File: src/rtl/ysyx_23060025_mem_arbiter.sv
// Shares one memory port between the IFU fetch port and the LSU load/store port, one transaction at a time.
// Tie-break: define ARB_ROUND_ROBIN_EN for round-robin; the default build gives the LSU fixed priority.
module ysyx_23060025_mem_arbiter #(
  parameter int ADDR_WIDTH = 32,
  parameter int DATA_WIDTH = 32
) (
  input  logic                    clock,
  input  logic                    reset,
  input  logic                    ifu_psel_i,
  input  logic [ADDR_WIDTH-1:0]   ifu_paddr_i,
  output logic                    ifu_pready_o,
  output logic [DATA_WIDTH-1:0]   ifu_prdata_o,
  input  logic                    lsu_psel_i,
  input  logic                    lsu_pwrite_i,
  input  logic [ADDR_WIDTH-1:0]   lsu_paddr_i,
  input  logic [DATA_WIDTH-1:0]   lsu_pwdata_i,
  input  logic [DATA_WIDTH/8-1:0] lsu_pstrb_i,
  output logic                    lsu_pready_o,
  output logic [DATA_WIDTH-1:0]   lsu_prdata_o,
  output logic                    mem_psel_o,
  output logic                    mem_pwrite_o,
  output logic [ADDR_WIDTH-1:0]   mem_paddr_o,
  output logic [DATA_WIDTH-1:0]   mem_pwdata_o,
  output logic [DATA_WIDTH/8-1:0] mem_pstrb_o,
  input  logic                    mem_pready_i,
  input  logic [DATA_WIDTH-1:0]   mem_prdata_i
);

  typedef enum logic [1:0] {IDLE, GNT_IFU, GNT_LSU} state_t;

  state_t state;
  logic   pick_lsu;

`ifdef ARB_ROUND_ROBIN_EN
  // Remembers who won the previous grant; starts at LSU so the first tie goes to the IFU.
  logic last_lsu;

  always_comb begin
    pick_lsu = lsu_psel_i & (~ifu_psel_i | ~last_lsu);
  end

  always_ff @(posedge clock) begin
    if (reset) begin
      last_lsu <= 1'b1;
    end else if (state == IDLE && (ifu_psel_i || lsu_psel_i)) begin
      last_lsu <= pick_lsu;
    end
  end
`else
  assign pick_lsu = lsu_psel_i;
`endif

  // NOTE: sequential state uses non-blocking assignments so every register samples pre-edge values.
  always_ff @(posedge clock) begin
    if (reset) begin
      state        <= IDLE;
      mem_psel_o   <= 1'b0;
      mem_pwrite_o <= 1'b0;
      mem_paddr_o  <= '0;
      mem_pwdata_o <= '0;
      mem_pstrb_o  <= '0;
    end else begin
      unique case (state)
        IDLE: begin
          if (ifu_psel_i || lsu_psel_i) begin
            mem_psel_o <= 1'b1;
            if (pick_lsu) begin
              state        <= GNT_LSU;
              mem_pwrite_o <= lsu_pwrite_i;
              mem_paddr_o  <= lsu_paddr_i;
              mem_pwdata_o <= lsu_pwdata_i;
              mem_pstrb_o  <= lsu_pstrb_i;
            end else begin
              state        <= GNT_IFU;
              mem_pwrite_o <= 1'b0;
              mem_paddr_o  <= ifu_paddr_i;
              mem_pwdata_o <= '0;
              mem_pstrb_o  <= '0;
            end
          end
        end
        // Requester psel is ignored here; only the slave's completion releases the grant.
        GNT_IFU, GNT_LSU: begin
          if (mem_pready_i) begin
            state      <= IDLE;
            mem_psel_o <= 1'b0;
          end
        end
        default: begin
          state      <= IDLE;
          mem_psel_o <= 1'b0;
        end
      endcase
    end
  end

  // Completion is forwarded combinationally, and only to the granted master.
  assign ifu_pready_o = (state == GNT_IFU) && mem_pready_i;
  assign lsu_pready_o = (state == GNT_LSU) && mem_pready_i;
  assign ifu_prdata_o = mem_prdata_i;
  assign lsu_prdata_o = mem_prdata_i;

endmodule

File: config.mk
export PLATFORM = sky130hd
export DESIGN_NAME = ysyx_23060025_mem_arbiter
export DESIGN_NICKNAME = d
export VERILOG_FILES = /design/src/rtl/ysyx_23060025_mem_arbiter.sv
export SDC_FILE = /design/constraint.sdc
export NUM_CORES = 1
export LEC_CHECK = 0
export ABC_AREA = 1
export BUFFER_PORTS_ARGS = -buffer_cell sky130_fd_sc_hd__buf_4
export CORE_MARGIN = 4
export CORE_UTILIZATION = 24
export DETAILED_ROUTE_END_ITERATION = 12
export PLACE_DENSITY_LB_ADDON = 0.2
export SYNTH_ARGS = -nofsm -noshare
export SYNTH_HDL_FRONTEND = slang
export SYNTH_SLANG_ARGS = --single-unit
File: constraint.sdc
create_clock -name clock -period 2 [get_ports clock]
set_input_delay 0.2 -clock clock [delete_from_list [all_inputs] [get_ports clock]]
set_output_delay 0.2 -clock clock [all_outputs]
set_load 0.005 [all_outputs]
======== Yosys cells after proc, flatten, opt, wreduce, memory -nomap -nowiden ========
Cells that the tools add are included.
word-level totals
  flip-flop bits (word level) ............. 72
  input bits .............................. 138
  output and inout port bits .............. 136
operators by class
  equality and inequality tests ........... 4
  muxes and demuxes ....................... 11
  reductions and logical operators ........ 7
operators by type and width
  kind                                                  count
  two-way mux 32 bit                                    2
  two-way mux 2 bit                                     3
  two-way mux 4 bit                                     1
  != test 2 bit (second input constant)                 2
  one-hot mux 2 bit (2 select lines)                    1
  AND reduction 2 bit                                   2
  two-way mux 1 bit                                     3
  equality test 2 x 1 -> 1 bit (second input constant)  1
  equality test 2 bit (second input constant)           1
  logical AND 1 bit                                     2
  zero test 2 bit                                       1
  one-hot mux 1 bit (2 select lines)                    1
  OR reduction 2 bit                                    1
  logical OR 1 bit                                      1

======== Logic depth before layout (Yosys ltp) ========
Gate-level depths: netlist (run 1).
  word-level depth ........................ 4
  mapped depth ............................ 9
  mapped depth without buffers ............ 6

======== Worst setup path before layout (run 1) ========
No wires, ideal clock.
  path type ............................... reg2reg
  start point ............................. register state[0]
  end point ............................... register mem_pwdata_o[11]
  library setup time ...................... 0.132 ns
  arrival ................................. 1.224 ns
  required time ........................... 1.868 ns
  path slack .............................. 0.644 ns
  stages on the path, launching flop included .. 10
  path buffers ............................ 3
  period minus slack after synthesis ...... 1.356 ns
  cells stage by stage .................... dfxtp_1 inv_1 ha_1 buf_4 nand2_1 inv_2 buf_4 buf_4 nand2_1 a21oi_1
on the way
  cells in the longest elaborated chain, start to end .. 2
ends and longest elaborated chain
  what                                  RTL line  text
  from (decl)                           31        state_t state;
  from (signal assigned)                56        state <= IDLE;
  from (signal assigned)                68        state <= GNT_LSU;
  from (signal assigned)                74        state <= GNT_IFU;
  zero test 2 bit                       63        unique case (state)
  AND reduction 2 bit (no source line)  --
  to (signal assigned)                  71        mem_pwdata_o <= lsu_pwdata_i;
  to (decl)                             23        output logic [DATA_WIDTH-1:0] mem_pwdata_o,
No other way between the ends.
A chain may end at the register's enable or synchronous reset.

======== Final worst setup path (run 1) ========
  start point ............................. register state[0]
  end point ............................... register mem_paddr_o[16]
on the way
  cells in the longest elaborated chain, start to end .. 2
ends and longest elaborated chain
  what                                  RTL line  text
  zero test 2 bit                       63
  AND reduction 2 bit (no source line)  --
  to (signal assigned)                  70        mem_paddr_o <= lsu_paddr_i;
  to (signal assigned)                  76        mem_paddr_o <= ifu_paddr_i;
  to (decl)                             22        output logic [ADDR_WIDTH-1:0] mem_paddr_o,
No other way between the ends.

==> impl_metrics.json, run 1 <==
{
  "die_height_um": 129.3,
  "report.final.slew_viol_count": 0,
  "irDropWorstVdd_v": 0.0003628,
  "period_minus_slack_ns": 1.551,
  "clkTransAtPathRegs_ns": 0.05,
  "htreeDepth": 3,
  "syn_to_final_growth_pct": 34.18,
  "synth_fp_nets": 642,
  "setup-violations-final": 0,
  "finalSetupTns_ns": 0,
  "grt.busiest_layer": "met2",
  "synthCells": 501,
  "hp-class": "input port to flop",
  "port-buffer-count": 177,
  "vias": 3343,
  "coreArea_um2": 14480,
  "ant_nets": 0,
  "fin_skew_ns": 0.004874,
  "finalCritPeriodShare": 0.7753,
  "synth_top_area_share": 0.4081,
  "status": "complete, no violations",
  "slew_headroom": 0.5332,
  "synthesis.area_um2": 3532,
  "yosysTopAreaCell": "dfxtp_1",
  "start_util": 0.2440,
  "track_usage": 0.1184,
  "fin_util": 0.3273,
  "maxCapViolCount": 0,
  "postCtsSetupRepairBufs": 0,
  "p_int_w": 0.002852,
  "drt_iter0_drc": 91,
  "grt_max_degree": 70,
  "synth_simple_gate_area_frac": 0.2373,
  "pwr-share-comb": 0.209,
  "vias_per_cell": 4.253,
  "synth_top_family_by_area": "simple AND/OR/NAND/NOR gates",
  "cts.sinks": 72,
  "dp_hpwl_mm": 7.525,
  "path_max_fanout": 69,
  "num_rows": 44,
  "drive_gt1_frac": 0.3339,
  "crit_arrival_ns": 1.77,
  "dieWidth_um": 129.3,
  "synthMuxAreaShare": 0,
  "place_congestion": 0.7374,
  "post_drt_wl_per_cell_um": 13.02,
  "remaining_drc_errors": 0,
  "use_met1": 0.1347,
  "p_switching_w": 0.001033,
  "layout.nets": 738,
  "worstMarginPinSlew_ns": 0.7002,
  "rsz0062_at_grt": "false",
  "final_hold_viol_count": 0,
  "antenna_found_initial": 0,
  "ys_ff_latch": 72,
  "wirelength_mm": 10.23,
  "path_class": "flop to flop",
  "ys_warn_count": 0,
  "clockBufferDepth": 2,
  "synthAdderAreaFrac": 0.01063,
  "ys_types": 17,
  "grt_use_met2": 0.2034,
  "power.density_nw_per_um2": 819.7,
  "synth_compound_area_frac": 0.1474,
  "io_pins": 274,
  "overflow": 0,
  "fmax_mhz": 644.9,
  "cts_tree": "built",
  "ys_seq_area_frac": 0.4081,
  "endpoint_kind": "flop",
  "insertion_delay_ns": 0.33,
  "grt_pass1_wl_mm": 15.73,
  "first_global_vias": 3263,
  "power_frac_clock": 0.368,
  "antenna-diode-count": 0,
  "cts-root-buf": "clkbuf_16",
  "synthXorXnorAreaFrac": 0,
  "syn_avg_cell_area_um2": 7.050,
  "first_pass_iters": 4,
  "switching_share": 0.2660,
  "netlist_top_cells_area": "dfxtp_1 (41%), nand2_1 (19%), buf_4 (14%)",
  "startpoint_type": "flop",
  "grt_use_met3": 0.03421,
  "fp.dieArea_um2": 16720,
  "seqPwrFrac": 0.423,
  "cts_buffers": 9,
  "hold_buffers": 0,
  "leakagePower_nw": 2.327,
  "cp.required_ns": 2.22,
  "cts_resized": 0
}
worst max-delay path, stage by stage, from the launching register on:
cell and delay (ns):
dfxtp_1 0.32, inv_1 0.09, ha_2 0.22, nand2_4 0.35, o21ai_0 0.34, nor2_1 0.06
layout make-up:
class                   count  area (µm²)
flip-flops and latches     72        1441
well taps                 184       230.2
fillers                  1603        9739
inverters                   9       36.28
clock inverters             4       20.02
multi-input cells         323        1399
clock buffers              12       246.5
repair buffers            182        1366
power groups by stage:
stage | clock network (W) | registers (W) | logic [W]
3_5_place_dp | 0 | 0.00167 | 0.000839
2_1_floorplan | 0 | 0.00168 | 0.000490
4_1_cts | 0.00150 | 0.00164 | 0.000840
3_3_place_gp | 0 | 0.00167 | 0.000823
5_1_grt | 0.00156 | 0.00166 | 0.000919
6_report | 0.00143 | 0.00164 | 0.000814
synthesized netlist by cell type:
cell      number
nand3_1        1
nand2_1      180
nor2_1        32
buf_4         68
buf_2         13
o21ai_0       32
ha_1           3
a21oi_1       72
inv_4          1
inv_1          7
nand2_4        1
dfxtp_1       72
clkbuf_1      13
buf_6          3
inv_2          1
nor2_8         1
nand4_1        1
layer usage:
layer | up-vias | share of wire
met5 | - | 0
met4 | 0 | 0.021
met3 | 24 | 0.087
met2 | 121 | 0.50
met1 | 1488 | 0.40
li1 | 1710 | -
cell families after synthesis:
kind of cell | count (synthesis)
and+or+nand+nor | 216
buffers and inverters | 106
AOI/OAI and AO/OA | 104
DFF | 72
adders and majority gates | 3
registers in the layout, summed over array words and instances, names as in the netlist:
name          count
mem_paddr_o      32
mem_pwdata_o     32
mem_pstrb_o       4
state             2
mem_psel_o        1
mem_pwrite_o      1
layout by cell type (no fill, tap or decap), drive strengths merged:
cell    count
inv         9
o21ai      32
nand2     181
dfxtp      72
clkbuf     12
clkinv      4
ha          3
buf       182
a21oi      72
nand4       1
nand3       1
nor2       33
through the flow:
step | instances | area (µm²) | hold WS, ns | power (W) | worst slack [ns]
after detailed placement | 770 | 4473 | 0.4001 | 0.002511 | 0.4398
after floorplan | 501 | 3532 | 0.3474 | 0.002167 | 0.6440
after global routing | 786 | 4740 | 0.1275 | 0.004136 | 0.2409
after CTS | 786 | 4740 | 0.1108 | 0.003984 | 0.4127
final | 786 | 4740 | 0.1312 | 0.003885 | 0.4495
after global placement | 770 | 4473 | 0.4001 | 0.002493 | 0.4812
path summary, 6_finish.rpt:
kind                                start                       endpoint  slack, ns  cells past startpoint
setup / recovery    state[0]$_SDFFE_PP0P_   mem_paddr_o[16]$_SDFFE_PP0P_       0.45                      5
hold / removal           lsu_pwdata_i[12]  mem_pwdata_o[12]$_SDFFE_PP0P_       0.13                      3
setup reg to reg    state[0]$_SDFFE_PP0P_   mem_paddr_o[16]$_SDFFE_PP0P_       0.45                      5
hold reg to reg   mem_psel_o$_SDFFE_PP0P_        mem_psel_o$_SDFFE_PP0P_       0.46                      2
No activity file was read; power rests on OpenSTA's default activity.
==> inputs of run 2 (changes only) <==
clock period = 1.36 ns   (was 2 ns; I/O delays follow)
==> impl_metrics.json, run 2 (synthesis results as in run 1) <==
{
  "hold_buffers": 0,
  "report.final.slew_viol_count": 0,
  "vias": 3311,
  "overflow": 0,
  "insertion_delay_ns": 0.33,
  "clkTransAtPathRegs_ns": 0.06,
  "cts-root-buf": "clkbuf_16",
  "worstSetupStartpoint": "state[0]$_SDFFE_PP0P_",
  "fillers": 1580,
  "p_switching_w": 0.001577,
  "path_class": "flop to output port",
  "min-delay-start": "lsu_pwdata_i[27]",
  "setup-violations-final": 0,
  "cp_cell_sequence": "inv_2 -> ha_2 -> nand2_1 -> inv_1 -> buf_4",
  "fp.dieArea_um2": 16720,
  "antenna_found_initial": 0,
  "track_usage": 0.1182,
  "coreArea_um2": 14480,
  "layout.nets": 745,
  "cts_buffers": 9,
  "die_height_um": 129.3,
  "maxCapViolCount": 0,
  "clockBufferDepth": 2,
  "timing.rr.start": "state[0]$_SDFFE_PP0P_",
  "pwr-share-comb": 0.194,
  "grt_pass1_wl_mm": 15.92,
  "dp_hpwl_mm": 7.851,
  "period_minus_slack_ns": 1.297,
  "dieWidth_um": 129.3,
  "port-buffer-count": 177,
  "crit_arrival_ns": 1.16,
  "irDropWorstVdd_v": 0.0006264,
  "worstMarginPinSlew_ns": 0.4186,
  "power_frac_clock": 0.436,
  "leakagePower_nw": 2.415,
  "wirelength_mm": 10.19,
  "slew_headroom": 0.7210,
  "grt_max_degree": 41,
  "seqPwrFrac": 0.369,
  "post_drt_wl_per_cell_um": 12.84,
  "fmax_mhz": 770.8,
  "switching_share": 0.2409,
  "power.density_nw_per_um2": 1324,
  "top_regs": "mem_paddr_o: 32 flops, mem_pwdata_o: 32 flops, mem_pstrb_o: 4 flops",
  "syn_to_final_growth_pct": 39.96,
  "preCtsSetupSlack_ns": 0.04955,
  "drive_gt1_frac": 0.3498,
  "mostFrequentLayoutCell": "buf_4",
  "ant_nets": 0,
  "startpoint_type": "flop",
  "fin_skew_ns": 0.004073,
  "num_rows": 44,
  "vias_per_cell": 4.175,
  "fin_util": 0.3414,
  "cp.required_ns": 1.22,
  "antenna-diode-count": 0,
  "start_util": 0.2440,
  "io_pins": 274,
  "place_congestion": 0.7308,
  "final_hold_viol_count": 0,
  "status": "complete, no violations",
  "slowest_stage": "dfxtp_2",
  "cts.sinks": 72,
  "path_max_fanout": 3,
  "finalCritPeriodShare": 0.9540,
  "max_stage_delay_ns": 0.36,
  "endpoint_kind": "output port",
  "rsz0062_at_grt": "false",
  "htreeDepth": 3,
  "finalSetupTns_ns": 0,
  "worst_slack_ns": 0.06262,
  "first_global_vias": 3335,
  "p_int_w": 0.004970,
  "final_cell_mix": "buf_4 (185), nand2_1 (180), a21oi_1 (72)",
  "hp-class": "input port to flop",
  "cts_tree": "built",
  "remaining_drc_errors": 0,
  "first_pass_iters": 4,
  "drt_iter0_drc": 69
}
[run 2: cell types whose count changed in the layout (fill, tap and decap cells not counted), moves of 2 or more]
cell | before | now
dfxtp_2 | 0 | 2
buf_4 | 182 | 185
buf_12 | 0 | 3
inv_2 | 1 | 3
dfxtp_1 | 72 | 70
bufinv_16 | 0 | 4
clkinv_2 | 4 | 0
inv_1 | 7 | 5
[run 2: worst max-delay path, delay by kind of cell, from the launching register on]
family / cells / cell delay (ns)
adder cells (fa/ha/maj): 1 / 0.18
AND/OR/NAND/NOR: 1 / 0.06
flip-flops: 1 / 0.36
buffers and inverters: 3 / 0.24
[run 2: final timing paths]
check,end,slack [ns],depth (start not counted)
max,lsu_pready_o,0.06,5
min,mem_pwdata_o[27]$_SDFFE_PP0P_,0.07,3
max reg2reg,mem_pwdata_o[0]$_SDFFE_PP0P_,0.13,7
min reg2reg,mem_pstrb_o[3]$_SDFFE_PP0P_,0.46,2
[run 2: per-stage QoR]
| step | cell area (µm²) | power, W | hold slack [ns] | std cells |
|---|---|---|---|---|
| 2_1_floorplan | 3532 | 0.003186 | 0.2834 | 501 |
| 3_3_place_gp | 4563 | 0.003735 | 0.2721 | 777 |
| 3_5_place_dp | 4563 | 0.003753 | 0.2721 | 777 |
| 4_1_cts | 4926 | 0.006654 | 0.05001 | 793 |
| 5_1_grt | 4943 | 0.006915 | 0.05608 | 793 |
| 6_report | 4943 | 0.006547 | 0.06853 | 793 |
[run 2: final cells by class]
class	instances	area, µm²	share of cell area
Sequential cell	72	1444	0.2921
Clock buffer	11	232.7	0.04708
Multi-Input combinational cell	323	1411	0.2855
Inverter	9	36.28	0.007340
Tap cell	184	230.2	0.04657
Clock inverter	5	128.9	0.02607
Timing Repair Buffer	189	1460	0.2954
[run 2: power groups by stage]
| stage | registers [W] | logic [W] | clock network, W |
|---|---|---|---|
| floorplan | 0.00247 | 0.000720 | 0 |
| global placement | 0.00246 | 0.00128 | 0 |
| detailed placement | 0.00246 | 0.00129 | 0 |
| CTS | 0.00242 | 0.00130 | 0.00294 |
| global route | 0.00245 | 0.00143 | 0.00304 |
| finish | 0.00242 | 0.00127 | 0.00286 |
[run 2: timing repair]
item,in CTS,in global routing
endpoints found under the setup margin,1,48
buffers inserted,0,0
gates resized for setup,1,6
[run 2: per-layer routing]
metal	up-vias	GRT usage	share of wire
li1	1727	-	-
met1	1452	0.1362	0.41
met2	112	0.2024	0.49
met3	20	0.03916	0.087
met4	0	0.04632	0.016
met5	-	0	0
